## src/rtl/b002_encoder_if.sv

```systemverilog
// AXI-stream style payload channel feeding the IRIG-B002 encoder.
// One beat carries a full 100-bit frame image.
interface b002_encoder_if #(
    parameter int W = 100
);
    logic [W-1:0] tdata;
    logic         tvalid;
    logic         tready;
    logic         tlast;

    modport master (
        output tdata,
        output tvalid,
        output tlast,
        input  tready
    );

    modport slave (
        input  tdata,
        input  tvalid,
        input  tlast,
        output tready
    );
endinterface

```

## src/rtl/b002_encoder.sv

```systemverilog
// IRIG-B002 pulse-width encoder: 100 bits per frame, markers at 0 and 9,19..99.
// A one-entry shadow buffer decouples payload delivery from frame timing.
module b002_encoder #(
    parameter int BIT_PERIOD = 500000,
    parameter int WIDTH_0    = 100000,
    parameter int WIDTH_1    = 250000,
    parameter int WIDTH_P    = 400000
) (
    input  logic            clk_50MHz,
    input  logic            reset,
    input  logic            enable,
    b002_encoder_if.slave   s_axis,
    output logic            irig_out,
    output logic            frame_start,
    output logic            underrun,
    output logic            busy
);
    localparam int CW = (BIT_PERIOD > 1) ? $clog2(BIT_PERIOD) : 1;
    localparam logic [CW-1:0] BP_LAST = CW'(BIT_PERIOD - 1);
    localparam logic [CW-1:0] W0 = CW'(WIDTH_0);
    localparam logic [CW-1:0] W1 = CW'(WIDTH_1);
    localparam logic [CW-1:0] WP = CW'(WIDTH_P);

    typedef enum logic {IDLE, RUN} state_t;

    state_t        state, state_n;
    logic [CW-1:0] clk_cnt, cnt_n;
    logic [6:0]    bit_idx, idx_n;
    logic [99:0]   shadow, active;
    logic          shadow_valid;
    logic          accept, load, under_n;
    logic          is_mark;
    logic [CW-1:0] width;
    logic          unused_tlast;

    assign s_axis.tready = ~shadow_valid;
    assign accept        = s_axis.tvalid & ~shadow_valid;
    assign unused_tlast  = s_axis.tlast;

    assign is_mark = (bit_idx == 7'd0) || ((bit_idx % 7'd10) == 7'd9);

    always_comb begin
        width = W0;
        if (is_mark)
            width = WP;
        else if (active[bit_idx])
            width = W1;
    end

    always_ff @(posedge clk_50MHz or posedge reset) begin
        if (reset) begin
            state   <= IDLE;
            clk_cnt <= '0;
            bit_idx <= '0;
        end else begin
            state   <= state_n;
            clk_cnt <= cnt_n;
            bit_idx <= idx_n;
        end
    end

    always_comb begin
        state_n = state;
        cnt_n   = clk_cnt;
        idx_n   = bit_idx;
        load    = 1'b0;
        under_n = 1'b0;
        unique case (state)
            IDLE: begin
                cnt_n = '0;
                idx_n = '0;
                if (enable && shadow_valid) begin
                    state_n = RUN;
                    load    = 1'b1;
                end
            end
            RUN: begin
                if (clk_cnt == BP_LAST) begin
                    cnt_n = '0;
                    if (bit_idx == 7'd99) begin
                        idx_n = '0;
                        // enable is only honoured at frame boundaries
                        if (!enable)
                            state_n = IDLE;
                        else if (shadow_valid)
                            load = 1'b1;
                        else
                            under_n = 1'b1;
                    end else begin
                        idx_n = bit_idx + 7'd1;
                    end
                end else begin
                    cnt_n = clk_cnt + 1'b1;
                end
            end
            default: state_n = IDLE;
        endcase
    end

    always_ff @(posedge clk_50MHz or posedge reset) begin
        if (reset)
            shadow_valid <= 1'b0;
        else if (accept)
            shadow_valid <= 1'b1;
        else if (load)
            shadow_valid <= 1'b0;
    end

    always_ff @(posedge clk_50MHz) begin
        if (accept)
            shadow <= s_axis.tdata;
        if (load)
            active <= shadow;
    end

    always_ff @(posedge clk_50MHz or posedge reset) begin
        if (reset) begin
            irig_out    <= 1'b0;
            frame_start <= 1'b0;
            underrun    <= 1'b0;
            busy        <= 1'b0;
        end else begin
            irig_out    <= (state == RUN) && (clk_cnt < width);
            frame_start <= (state == RUN) && (clk_cnt == '0) &&
                           (bit_idx == '0);
            underrun    <= under_n;
            busy        <= (state_n == RUN);
        end
    end
endmodule

```

## src/flat_wrapper.sv

```systemverilog
// flat-port wrapper written by rule: the top's interface ports become plain ports
module b002_encoder_flat 
#(
    parameter int BIT_PERIOD = 500000,
    parameter int WIDTH_0    = 100000,
    parameter int WIDTH_1    = 250000,
    parameter int WIDTH_P    = 400000
)
  (clk_50MHz, reset, enable, irig_out, frame_start, underrun, busy, s_axis_tdata, s_axis_tvalid, s_axis_tlast, s_axis_tready);
  b002_encoder_if #(.W(100)) s_axis_i ();
  input  logic clk_50MHz;
  input  logic reset;
  input  logic enable;
  output logic irig_out;
  output logic frame_start;
  output logic underrun;
  output logic busy;
  input wire logic [$bits(s_axis_i.tdata)-1:0] s_axis_tdata;
  input wire logic [$bits(s_axis_i.tvalid)-1:0] s_axis_tvalid;
  input wire logic [$bits(s_axis_i.tlast)-1:0] s_axis_tlast;
  output wire logic [$bits(s_axis_i.tready)-1:0] s_axis_tready;
  assign s_axis_i.tdata = s_axis_tdata;
  assign s_axis_i.tvalid = s_axis_tvalid;
  assign s_axis_i.tlast = s_axis_tlast;
  assign s_axis_tready = s_axis_i.tready;
  b002_encoder #(.BIT_PERIOD(BIT_PERIOD), .WIDTH_0(WIDTH_0), .WIDTH_1(WIDTH_1), .WIDTH_P(WIDTH_P)) u_core (.clk_50MHz(clk_50MHz), .reset(reset), .enable(enable), .s_axis(s_axis_i), .irig_out(irig_out), .frame_start(frame_start), .underrun(underrun), .busy(busy));
endmodule
```

## config.mk

```make
export PLATFORM = sky130hd
export DESIGN_NAME = b002_encoder_flat
export DESIGN_NICKNAME = d
export VERILOG_FILES = /design/src/rtl/b002_encoder_if.sv /design/src/rtl/b002_encoder.sv /design/src/flat_wrapper.sv
export SDC_FILE = /design/constraint.sdc
export NUM_CORES = 1
export LEC_CHECK = 0
export ABC_CLOCK_PERIOD_IN_PS = 5800
export BUFFER_PORTS_ARGS = -buffer_cell sky130_fd_sc_hd__buf_2
export CORE_MARGIN = 2
export CORE_UTILIZATION = 52
export CTS_CLUSTER_DIAMETER = 80
export DETAILED_ROUTE_END_ITERATION = 10
export PLACE_DENSITY_LB_ADDON = 0.2
export SYNTH_ARGS = -nofsm -noshare
export SYNTH_HDL_FRONTEND = slang
export SYNTH_SLANG_ARGS = --single-unit
```

## constraint.sdc

```tcl
create_clock -name clk_50MHz -period 5.8 [get_ports clk_50MHz]
set_input_delay 0.29 -clock clk_50MHz [delete_from_list [all_inputs] [get_ports clk_50MHz]]
set_output_delay 0.29 -clock clk_50MHz [all_outputs]
set_load 0.01 [all_outputs]
```

==> results_dict.tcl <==
set metrics [dict create \
    start_util_pct 53.6 \
    p_per_area_nw_per_um2 318 \
    drive_above_1_share_pct 24.3 \
    worst_pin_slew_ns 1.12 \
    synth_async_sr_flop_share_pct 13.4 \
    final_util_pct 69.5 \
    swShare_pct 19.4 \
    drv_cap 0 \
    ios 110 \
    cts_resized 0 \
    gr-total-overflow 0 \
    synth_top_area_share_pct 67.1 \
    start_kind "flop" \
    clock_path_buffers 3 \
    yosysSeqAreaShare_pct 75.7 \
    synth.area.top_cells "edfxtp_1 67%, dfrtp_1 8.7%, mux4_2 3.8%" \
    synth-main-ff-cell "edfxtp_1" \
    ant_nets 0 \
    wl_um 17400 \
    vias 5143 \
    stdcell_count 962 \
    syn_nets 621 \
    yosysUniqueCellTypes 54 \
    post_drt_wl_per_cell_um 18.1 \
    leakage_uw 0.00431 \
    hold_slack_ns 0.0356 \
    finalSetupTns_ns 0 \
    seqPwrFrac_pct 50.2 \
    vdd_drop_max_v 0.000259 \
    p_comb_share_pct 4.8 \
    grt_pass1_vias 5461 \
    rsz0062_at_grt "no" \
    antenna_found_initial 0 \
    area_growth_pct 29.6 \
    crit_type "flop to flop" \
    nets 844 \
    grt_start_max_net_pins 82 \
    cts.sinks 231 \
    wl_met3_um 876 \
    root_buffer "clkbuf_16" \
    die_h_um 135 \
    die_w_um 135 \
    syn_avg_cell_area_um2 17.9 \
    drt_pass1_iterations 5 \
    hp-class "input pin to flop" \
    synth-edff-count 200 \
    clkTransAtPathRegs_ns 0.06 \
    stdcell_area_um2 11600 \
    gp_congestion 0.798 \
    top_layer "met4" \
    grt_use_total_pct 19.7 \
    min_from "enable" \
    met2WireLength_um 9160 \
    tritoncts "done" \
    rr_startpoint "u_core.bit_idx[0]" \
    dpl.cell_count 817 \
    portBuffers 108 \
    syn-cell-area_um2 8960 \
    crit_path_end_kind "flop" \
    placed_cell_area_um2 9720 \
    maxSlewHeadroom_pct 24.9 \
    hpwl_um 10100 \
    cp.arrival_ns 4.83 \
    fillers 1096 \
    p_clk_share_pct 45.0 \
    htree_levels 1 \
    rows 47 \
    antenna_cells 0 \
    fmax_ghz 0.226 \
    cp.required_ns 6.20 \
    synthCells 501 \
    min_period_over_period_pct 76.2 \
    clk_latency_ns 0.52 \
    drv_slew 0 \
    ys_ff_latch 231 \
    grt_pass1_wl_um 27700 \
    drc 0 \
    switchingPower_uw 717 \
    viasPerCell 5.35 \
    p_int_uw 2980 \
    setup_viol 0 \
    synth_top_cell_by_area "edfxtp_1" \
    die_area_um2 18300 \
    coreArea_um2 16700 \
    yosys_warnings 0 \
    met1_length_um 6970 \
    cp_max_fo 31 \
    drtIter0Drc 328 \
    cts_buffers 24 \
    startpoint "u_core.bit_idx[0]" \
    finalHoldViolations 0 \
    finalCriticalPeriod_ns 4.42 \
    skew_ns 0.0274 \
    status "finished, final reports clean" \
]
through the flow:
| stage | power [uW] | setup WS [ns] |
|---|---|---|
| 2_1_floorplan | 1950 | 0.383 |
| 3_3_place_gp | 2000 | 1.47 |
| 3_5_place_dp | 2010 | 1.37 |
| 4_1_cts | 3720 | 1.38 |
| 5_1_grt | 3830 | 1.05 |
| 6_report | 3690 | 1.38 |
worst max-delay path, cell delays in order (launching register included):
cell      delay [ns]
dfrtp_2         1.01
mux4_1          0.65
mux2i_1         0.19
o32ai_1         0.13
or4b_1          0.53
and3_1          0.21
nor2_2          0.11
ha_1            0.26
a211oi_1        0.20
o21ai_0         0.11
a22oi_1         0.21
nand3b_1        0.12
or2_2           0.30
o32ai_1         0.27
registers in the layout, summed over array words and instances (netlist names):
signal and cells:
u_core.shadow 100, u_core.clk_cnt 19, u_core.shadow_valid 1, u_core.underrun 1, u_core.bit_idx 7, u_core.irig_out 1
u_core.state 1, u_core.frame_start 1, u_core.active 100
cells in the mapped netlist, drive strengths merged (6+ instances only):
| cell type | count |
|---|---|
| edfxtp | 200 |
| nor2 | 42 |
| dfrtp | 31 |
| mux4 | 24 |
| nand2 | 17 |
| ha | 15 |
| nand3 | 14 |
| inv | 13 |
| xor2 | 13 |
| buf | 12 |
| xnor2 | 10 |
| and3 | 8 |
| nor4 | 8 |
| o21ai | 8 |
| mux2i | 7 |
| nand4 | 7 |
| a21oi | 6 |
cell usage in the layout, fill, tap and decap left out, drive strengths merged, types with 6 or more instances in the layout:
cell         count
nand2           17
and3             8
o21ai            8
nand4            7
bufinv           6
dlygate4sd3    101
nor2            42
xnor2           10
nor4             8
dfrtp           31
buf            113
clkinv           8
ha              15
mux4            24
clkbuf          29
edfxtp         200
a21oi            6
nand3           14
mux2i            7
xor2            13
inv             14
worst paths after layout:
check	to	slack, ns	cells after the start
worst max-delay path	u_core.irig_out	1.38	13
worst min-delay path	u_core.shadow_valid	0.04	2
min in group asynchronous	u_core.bit_idx[2]	0.41	4
worst min register to register	u_core.active[40]	0.41	0
max in group asynchronous	u_core.bit_idx[0]	5.07	4
worst max register to register	u_core.irig_out	1.38	13
what timing repair did:
item,in CTS,in global routing
hold buffers,101,0
buffers inserted,0,0
setup endpoints to repair,0,0
endpoints found under the hold margin,131,0
layout make-up:
| class | count | area (um^2) | area share, % |
|---|---|---|---|
| sequential | 231 | 6780 | 58.4 |
| clock buffer | 29 | 629 | 5.42 |
| clock inverter | 15 | 246 | 2.12 |
| timing repair buffer | 214 | 1590 | 13.7 |
| tap | 220 | 275 | 2.37 |
| inverter | 13 | 48.8 | 0.420 |
| multi-input combinational | 240 | 2040 | 17.5 |
power groups by stage:
stage               clock (uW)  combinational [uW]  sequential (uW)
global route              1770                 203             1860
CTS                       1690                 178             1850
floorplan                    0                72.5             1880
global placement             0                 118             1880
finish                    1660                 179             1850
detailed placement           0                 125             1890
cell families after synthesis:
logic type	Yosys count	synth area share [%]
AOI/OAI and AO/OA	36	2.88
adders and majority gates	15	2.10
buffers and inverters	30	1.73
xor gates and xnor gates	23	2.25
DFF	231	75.7
muxes	34	7.61
and+or+nand+nor	132	7.71
routing by layer:
| layer | global-route usage, % | vias to the layer above |
|---|---|---|
| met5 | 0 | - |
| met4 | 5.84 | 0 |
| met3 | 3.40 | 27 |
| met2 | 35.4 | 170 |
| met1 | 24.8 | 2537 |
| li1 | - | 2409 |
No activity file was read; power rests on OpenSTA's default activity.
